--- src/rtl/mem_masked_sync_rd.sv ---
// mem_masked_sync_rd
// Single-clock scratch RAM. It supports per-lane write masking and a registered
// read with a valid strobe. A same-address read-during-write can optionally
// bypass the new write data. A clear sequencer zeroes every entry after reset
// or on request, and the block reports busy while that sweep runs.
module mem_masked_sync_rd #(
    parameter int DATA_W = 8,
    parameter int DEPTH  = 16,
    parameter int LANES  = 2,
    parameter bit BYPASS = 1'b1,
    localparam int ADDR_W = $clog2(DEPTH)
) (
    input  logic              clock,
    input  logic              reset,
    input  logic              io_wrEna,
    input  logic [LANES-1:0]  io_wrMask,
    input  logic [ADDR_W-1:0] io_wrAddr,
    input  logic [DATA_W-1:0] io_wrData,
    input  logic              io_rdEna,
    input  logic [ADDR_W-1:0] io_rdAddr,
    output logic [DATA_W-1:0] io_rdData,
    output logic              io_rdValid,
    input  logic              io_clrReq,
    output logic              io_busy
);

    localparam int LANE_W = DATA_W / LANES;

    localparam logic [0:0] ST_CLR  = 1'b0;
    localparam logic [0:0] ST_IDLE = 1'b1;

    localparam logic [ADDR_W-1:0] LAST_PTR = ADDR_W'(DEPTH - 1);

    logic [0:0]        state;
    logic [ADDR_W-1:0] clr_ptr;
    logic [DATA_W-1:0] mem [DEPTH];
    logic [DATA_W-1:0] rd_word;
    logic              idle;

    assign idle    = (state == ST_IDLE);
    assign io_busy = (state == ST_CLR);

    // Sequencer: sweep every entry once, then idle until a clear is requested
    always_ff @(posedge clock) begin
        if (reset) begin
            state   <= ST_CLR;
            clr_ptr <= '0;
        end else if (state == ST_CLR) begin
            clr_ptr <= clr_ptr + ADDR_W'(1);
            if (clr_ptr == LAST_PTR) begin
                state <= ST_IDLE;
            end
        end else if (io_clrReq) begin
            state   <= ST_CLR;
            clr_ptr <= '0;
        end
    end

    // Array update: the sweep owns the array while clearing, otherwise masked lane writes
    always_ff @(posedge clock) begin
        if (!reset) begin
            if (state == ST_CLR) begin
                mem[clr_ptr] <= '0;
            end else if (io_wrEna) begin
                for (int i = 0; i < LANES; i++) begin
                    if (io_wrMask[i]) begin
                        mem[io_wrAddr][i*LANE_W +: LANE_W] <= io_wrData[i*LANE_W +: LANE_W];
                    end
                end
            end
        end
    end

    // Read word: old contents, with written lanes replaced when bypass is enabled
    always_comb begin
        rd_word = mem[io_rdAddr];
        if (BYPASS && io_wrEna && (io_wrAddr == io_rdAddr)) begin
            for (int i = 0; i < LANES; i++) begin
                if (io_wrMask[i]) begin
                    rd_word[i*LANE_W +: LANE_W] = io_wrData[i*LANE_W +: LANE_W];
                end
            end
        end
    end

    // Registered read port: data is captured on an accepted read and held otherwise
    always_ff @(posedge clock) begin
        if (reset) begin
            io_rdValid <= 1'b0;
            io_rdData  <= '0;
        end else if (idle && io_rdEna) begin
            io_rdValid <= 1'b1;
            io_rdData  <= rd_word;
        end else begin
            io_rdValid <= 1'b0;
        end
    end

endmodule

--- config.mk ---
export PLATFORM = sky130hd
export DESIGN_NAME = mem_masked_sync_rd
export DESIGN_NICKNAME = d
export VERILOG_FILES = /design/src/rtl/mem_masked_sync_rd.sv
export SDC_FILE = /design/constraint.sdc
export NUM_CORES = 1
export LEC_CHECK = 0
export BUFFER_PORTS_ARGS = -buffer_cell sky130_fd_sc_hd__buf_4
export CORE_MARGIN = 4
export CORE_UTILIZATION = 65
export CTS_CLUSTER_SIZE = 28
export DETAILED_ROUTE_END_ITERATION = 7
export PLACE_DENSITY = 0.82
export SLEW_MARGIN = 20
export SYNTH_ARGS = -nofsm -noshare
export SYNTH_HDL_FRONTEND = slang
export SYNTH_SLANG_ARGS = --single-unit
--- constraint.sdc ---
create_clock -name clock -period 5.55 [get_ports clock]
set_input_delay 0.555 -clock clock [delete_from_list [all_inputs] [get_ports clock]]
set_output_delay 0.555 -clock clock [all_outputs]
set_load 0.02 [all_outputs]
# [Word level (Yosys, flattened, before mapping)]
# Memories as Yosys holds them, arrays and structs flattened.
# Index checks and enable logic that the tools add are counted.
[totals] mem_count=1 ff_bits=14 ramBits=128 inputBits=23 out_inout_bits=10
[classes] n_reduce_logical=3 bitwise=1 eq_ne=3 addsub=1 mux=25
[memory_table] memory="mem" words=16 word_bits=8 read_ports=1 rd_ports_with_merged_regs=0 wr=1 line_no="36" text="logic [DATA_W-1:0] mem [DEPTH];"
[ops] operator="$mux W4" n=5
[ops] operator="$mux W1" n=17
[ops] operator="$mux W8" n=2
[ops] operator="$reduce_or A8 Y1" n=1
[ops] operator="$add A4 B1 Y4 const B" n=1
[ops] operator="$eq A4 B4 Y1" n=1
[ops] operator="$eq A4 B4 Y1 const B" n=1
[ops] operator="$logic_and A1 B1 Y1" n=2
[ops] operator="$mux W2" n=1
[ops] operator="$ne A2 B2 Y1 const B" n=1
[ops] operator="$not A1 Y1" n=1

# [Depth between registers and ports, before layout]
[depth] depth_word=7 depth_mapped=6

# [Worst setup path before layout]
# OpenSTA, ideal clock, no wires.
[synth_path] path_type="input -> register" from="input port reset" to="memory mem[11][0] (enable)" setup_slack_ns=3.205 t_arrival_ns=1.983 setup_time_ns=0.361 path_stages=5 path_cell_list="buf_2 nor3_4 buf_6 mux2_4 nor3_1"
[synth_via] elab_chain_len=4 elab_cells_between_ends=9 cone_classes="8 x mux; 1 x reduce/logical"
[synth_lines] element="from (decl)" line_no="14" text="input logic reset,"
[synth_lines] element="$mux W1" line_no="61" text="if (!reset) begin"
[synth_lines] element="$mux W1 (not written as such)" line_no="67" text="mem[io_wrAddr][i*LANE_W +: LANE_W] <= io_wrData[i*LANE_W +: LANE_W];"
[synth_lines] element="$reduce_or A8 Y1 (no line)"
[synth_lines] element="$mux W4 (no line) or $mux W2 (tied branches)"
[synth_lines] element="to (decl)" line_no="36"
# Several ways; a longest one is shown, not always the timed one.

# [Worst setup path in the final report]
[layout_path] from="register state (netlist: idle)" to="memory mem[0][2] (enable)"
[layout_via] elab_chain_len=5 elab_cells_between_ends=12 cone_classes="11 x mux; 1 x reduce/logical"
[layout_lines] element="from (decl)" line_no="34" text="logic [0:0] state;"
[layout_lines] element="from (signal assigned)" line_no="46" text="state <= ST_CLR;"
[layout_lines] element="from (signal assigned)" line_no="51" text="state <= ST_IDLE;"
[layout_lines] element="from (signal assigned)" line_no="54" text="state <= ST_CLR;"
[layout_lines] element="$mux W1" line_no="62" text="if (state == ST_CLR) begin"
[layout_lines] element="$mux W1" line_no="61"
[layout_lines] element="$mux W1 (not written as such)" line_no="67"
[layout_lines] element="$reduce_or A8 Y1 (no line)"
[layout_lines] element="$mux W4 (no line) or $mux W2 (tied branches)"
# Several ways; a longest one is shown, not always the timed one.

==> metrics.md <==
| Metric | Value |
|---|---|
| Leak | 2.09 nW |
| Reg2Reg Depth | 4 |
| Root Driver | clkbuf_8 |
| Largest net degree at the start of global routing | 42 |
| Critical Path RT | 5700 ps |
| TritonCTS clock tree | yes |
| Seq/Total Area, Yosys | 0.674 |
| Postcts setup bufs | 0 |
| Total negative slack | 0 ps |
| Clock skew | 6.61 ps |
| End point of the critical path | mem[0][2] |
| Vias per cell | 7.19 |
| Max-slew violations | 0 |
| Worst setup SP type | flip-flop |
| Register bit count reported by yosys | 142 |
| Routed WL | 13.9 mm |
| Clock power share | 0.473 |
| CP Capture Type | flip-flop |
| FF-to-FF setup slack | 2520 ps |
| Fmax achieved | 330 MHz |
| Vias in the first global route | 3702 |
| Core area | 0.00920 sq mm |
| Critical setup path kind | flip-flop to flip-flop |
| EDFF count, synth | 128 |
| Max VDD drop | 0.243 mV |
| # DRC | 0 |
| Worst-Margin Slew | 984 ps |
| Area contributors post-synth | edfxtp_1 63%, mux4_2 5.9%, dfxtp_1 4.6%, mux2i_1 3.4%, mux4_1 3.4% |
| Final setup viols | 0 |
| RSZ-0062 raised after global routing | false |
| Post-CTS Hold Fix Bufs | 0 |
| Synth cell types | 47 |
| Clock transition at path regs | 60 ps |
| DR pass1 iterations | 6 |
| CTS Buf Count | 17 |
| Synth area leader | edfxtp_1 |
| Switching power | 0.000524 W |
| Pint | 0.00194 W |
| CP startpoint | idle |
| Post-route ant nets | 0 |
| Inserted Diodes | 0 |
| Die height | 105 microns |
| H-tree depth | 4 |
| Syn Area/Cell | 16.2 sq um |
| Final Wtd Congestion | 0.917 |
| Mapped Nets | 401 |
| Area delta synth->final | 13.9% |
| Combinational power share | 0.051 |
| Reg2Reg Launch Point | idle |
| Synth top area share | 0.628 |
| Reg power frac | 0.476 |
| FP Rows | 35 |
| Final Hold Vio Count | 0 |
| Clock latency on the worst-skew pair | 520 ps |
| Remaining Overflow, GRT | 0 |
| Initial Util | 0.665 |
| First-pass GRT wire length | 22.0 mm |
| Switching Share | 0.212 |
| Boundary Pins | 33 |
| Arrival @ worst endpoint | 3180 ps |
| Outcome | completed |
| Width of the die | 105 microns |
| Clock buffer depth | 2 |
| CTS sink count | 142 |
| Cells after Synth | 377 |
| Die area | 0.0110 sq mm |
| Layout cells sized above 1 | 0.224 |
| Max_slew headroom | 0.325 |
| MaxCap Viol Count | 0 |
| Final core utilization | 0.757 |
| DR vias | 3788 |
| Drt wl/cell | 26.4 microns |
| Total GRT Usage | 0.268 |
| DR iter-0 viols | 460 |
| Nets | 428 |
| Synth Flop Type | edfxtp_1 |
| # resized after CTS | 0 |
| Worst Hold Class | input port to flip-flop |
| Initial antenna violation count | 0 |
| IO Port Bufs | 32 |
| FFs w/ async S/R, synth | 0 |
| Tmin final | 3030 ps |
| Worst flop-to-flop path endpoint | mem[0][2] |
| Syn Std Cell Area | 0.00612 sq mm |
| Crit-path max FO | 18 |
| HPWL reported at the end of detailed placement | 8.54 mm |
| Pwr dens | 354 mW/mm^2 |
| Final Cycle Share | 0.546 |
| Yosys warnings | 0 |
-- synth_stat cells, types with 2 or more instances --
cell type,count
a22oi_1,7
xnor2_1,3
o21ai_0,3
o41ai_1,8
nor2b_1,11
a21oi_1,10
buf_2,7
a21o_1,2
mux4_1,8
clkbuf_1,10
a41oi_1,4
mux2i_1,21
nor3_1,33
buf_4,2
dfxtp_1,14
a41oi_2,4
edfxtp_1,128
mux4_2,16
buf_6,3
or2_4,2
nand3_1,4
and2_1,9
nand2_1,21
a221oi_1,4
nor2_1,18
o2111ai_1,4
-- worst max-delay path, cell delays in order (launching register included) --
cell and delay [ps]:
dfxtp_1 710, nand2_2 120, nor3_4 630, mux2i_1 500, nor3_1 690
-- layout by cell type (no fill, tap or decap), types with 7 or more instances in the layout --
| master | instances |
|---|---|
| edfxtp_1 | 128 |
| nor3_1 | 33 |
| buf_4 | 32 |
| nand2_1 | 21 |
| mux2i_1 | 19 |
| nor2_1 | 18 |
| mux4_2 | 16 |
| clkbuf_16 | 16 |
| dfxtp_1 | 14 |
| nor2b_1 | 11 |
| a21oi_1 | 10 |
| and2_1 | 9 |
| o41ai_1 | 8 |
| mux4_1 | 8 |
| a22oi_1 | 7 |
-- metrics by stage --
stage	area, sq um	instances	power, W	setup WS [ps]	hold slack, ps
finish	6970	527	0.00247	2520	354
global route	6970	527	0.00253	2320	359
CTS	6960	527	0.00247	2490	333
detailed placement	6350	496	0.00132	2510	525
global placement	6350	496	0.00131	2610	517
floorplan	6120	377	0.00128	3210	510
-- per-layer routing --
layer,part of all wire,global-route usage
met1,0.38,0.386
met2,0.48,0.396
met3,0.11,0.0649
met4,0.028,0.112
met5,0,0
-- sequential cells by signal, summed over array words and instances, names as in the netlist --
signal,count
idle,1
mem,128
io_rdValid,1
clr_ptr,4
io_rdData,8
-- worst min-delay path by stage --
stage	startpoint	to	cells after the start	slack (ps)
2_1_floorplan	clr_ptr[3]	idle	2	510
3_3_place_gp	io_rdData[0]	io_rdData[0]	2	520
3_5_place_dp	io_rdData[0]	io_rdData[0]	2	530
4_1_cts	reset	idle	2	330
5_1_grt	reset	clr_ptr[1]	2	360
6_report	reset	idle	2	350
-- cell type report --
cell class / instances / area (sq um)
inverters: 1 / 3.75
clock buffers: 18 / 418
repair buffers: 32 / 240
multi-input cells: 210 / 1850
fillers: 511 / 2230
well taps: 111 / 139
clock inverters: 13 / 190
flip-flops and latches: 142 / 4120
-- cell families after synthesis --
kind of cell    count (synthesis)  synth area share
buf+inv                        25            0.0243
flops                         142             0.674
xor+xnor                        4           0.00696
compound gates                 53            0.0702
simple gates                  104            0.0880
fa+ha+maj                       1           0.00205
mux                            48             0.134
-- power groups by stage --
stage / registers (W) / clock network [W] / logic [W]
2_1_floorplan: 0.00119 / 0 / 0.0000828
3_3_place_gp: 0.00120 / 0 / 0.000115
3_5_place_dp: 0.00120 / 0 / 0.000119
4_1_cts: 0.00118 / 0.00117 / 0.000121
5_1_grt: 0.00118 / 0.00122 / 0.000131
6_report: 0.00118 / 0.00117 / 0.000125
Note: power is estimated with default switching activity, not from simulation.
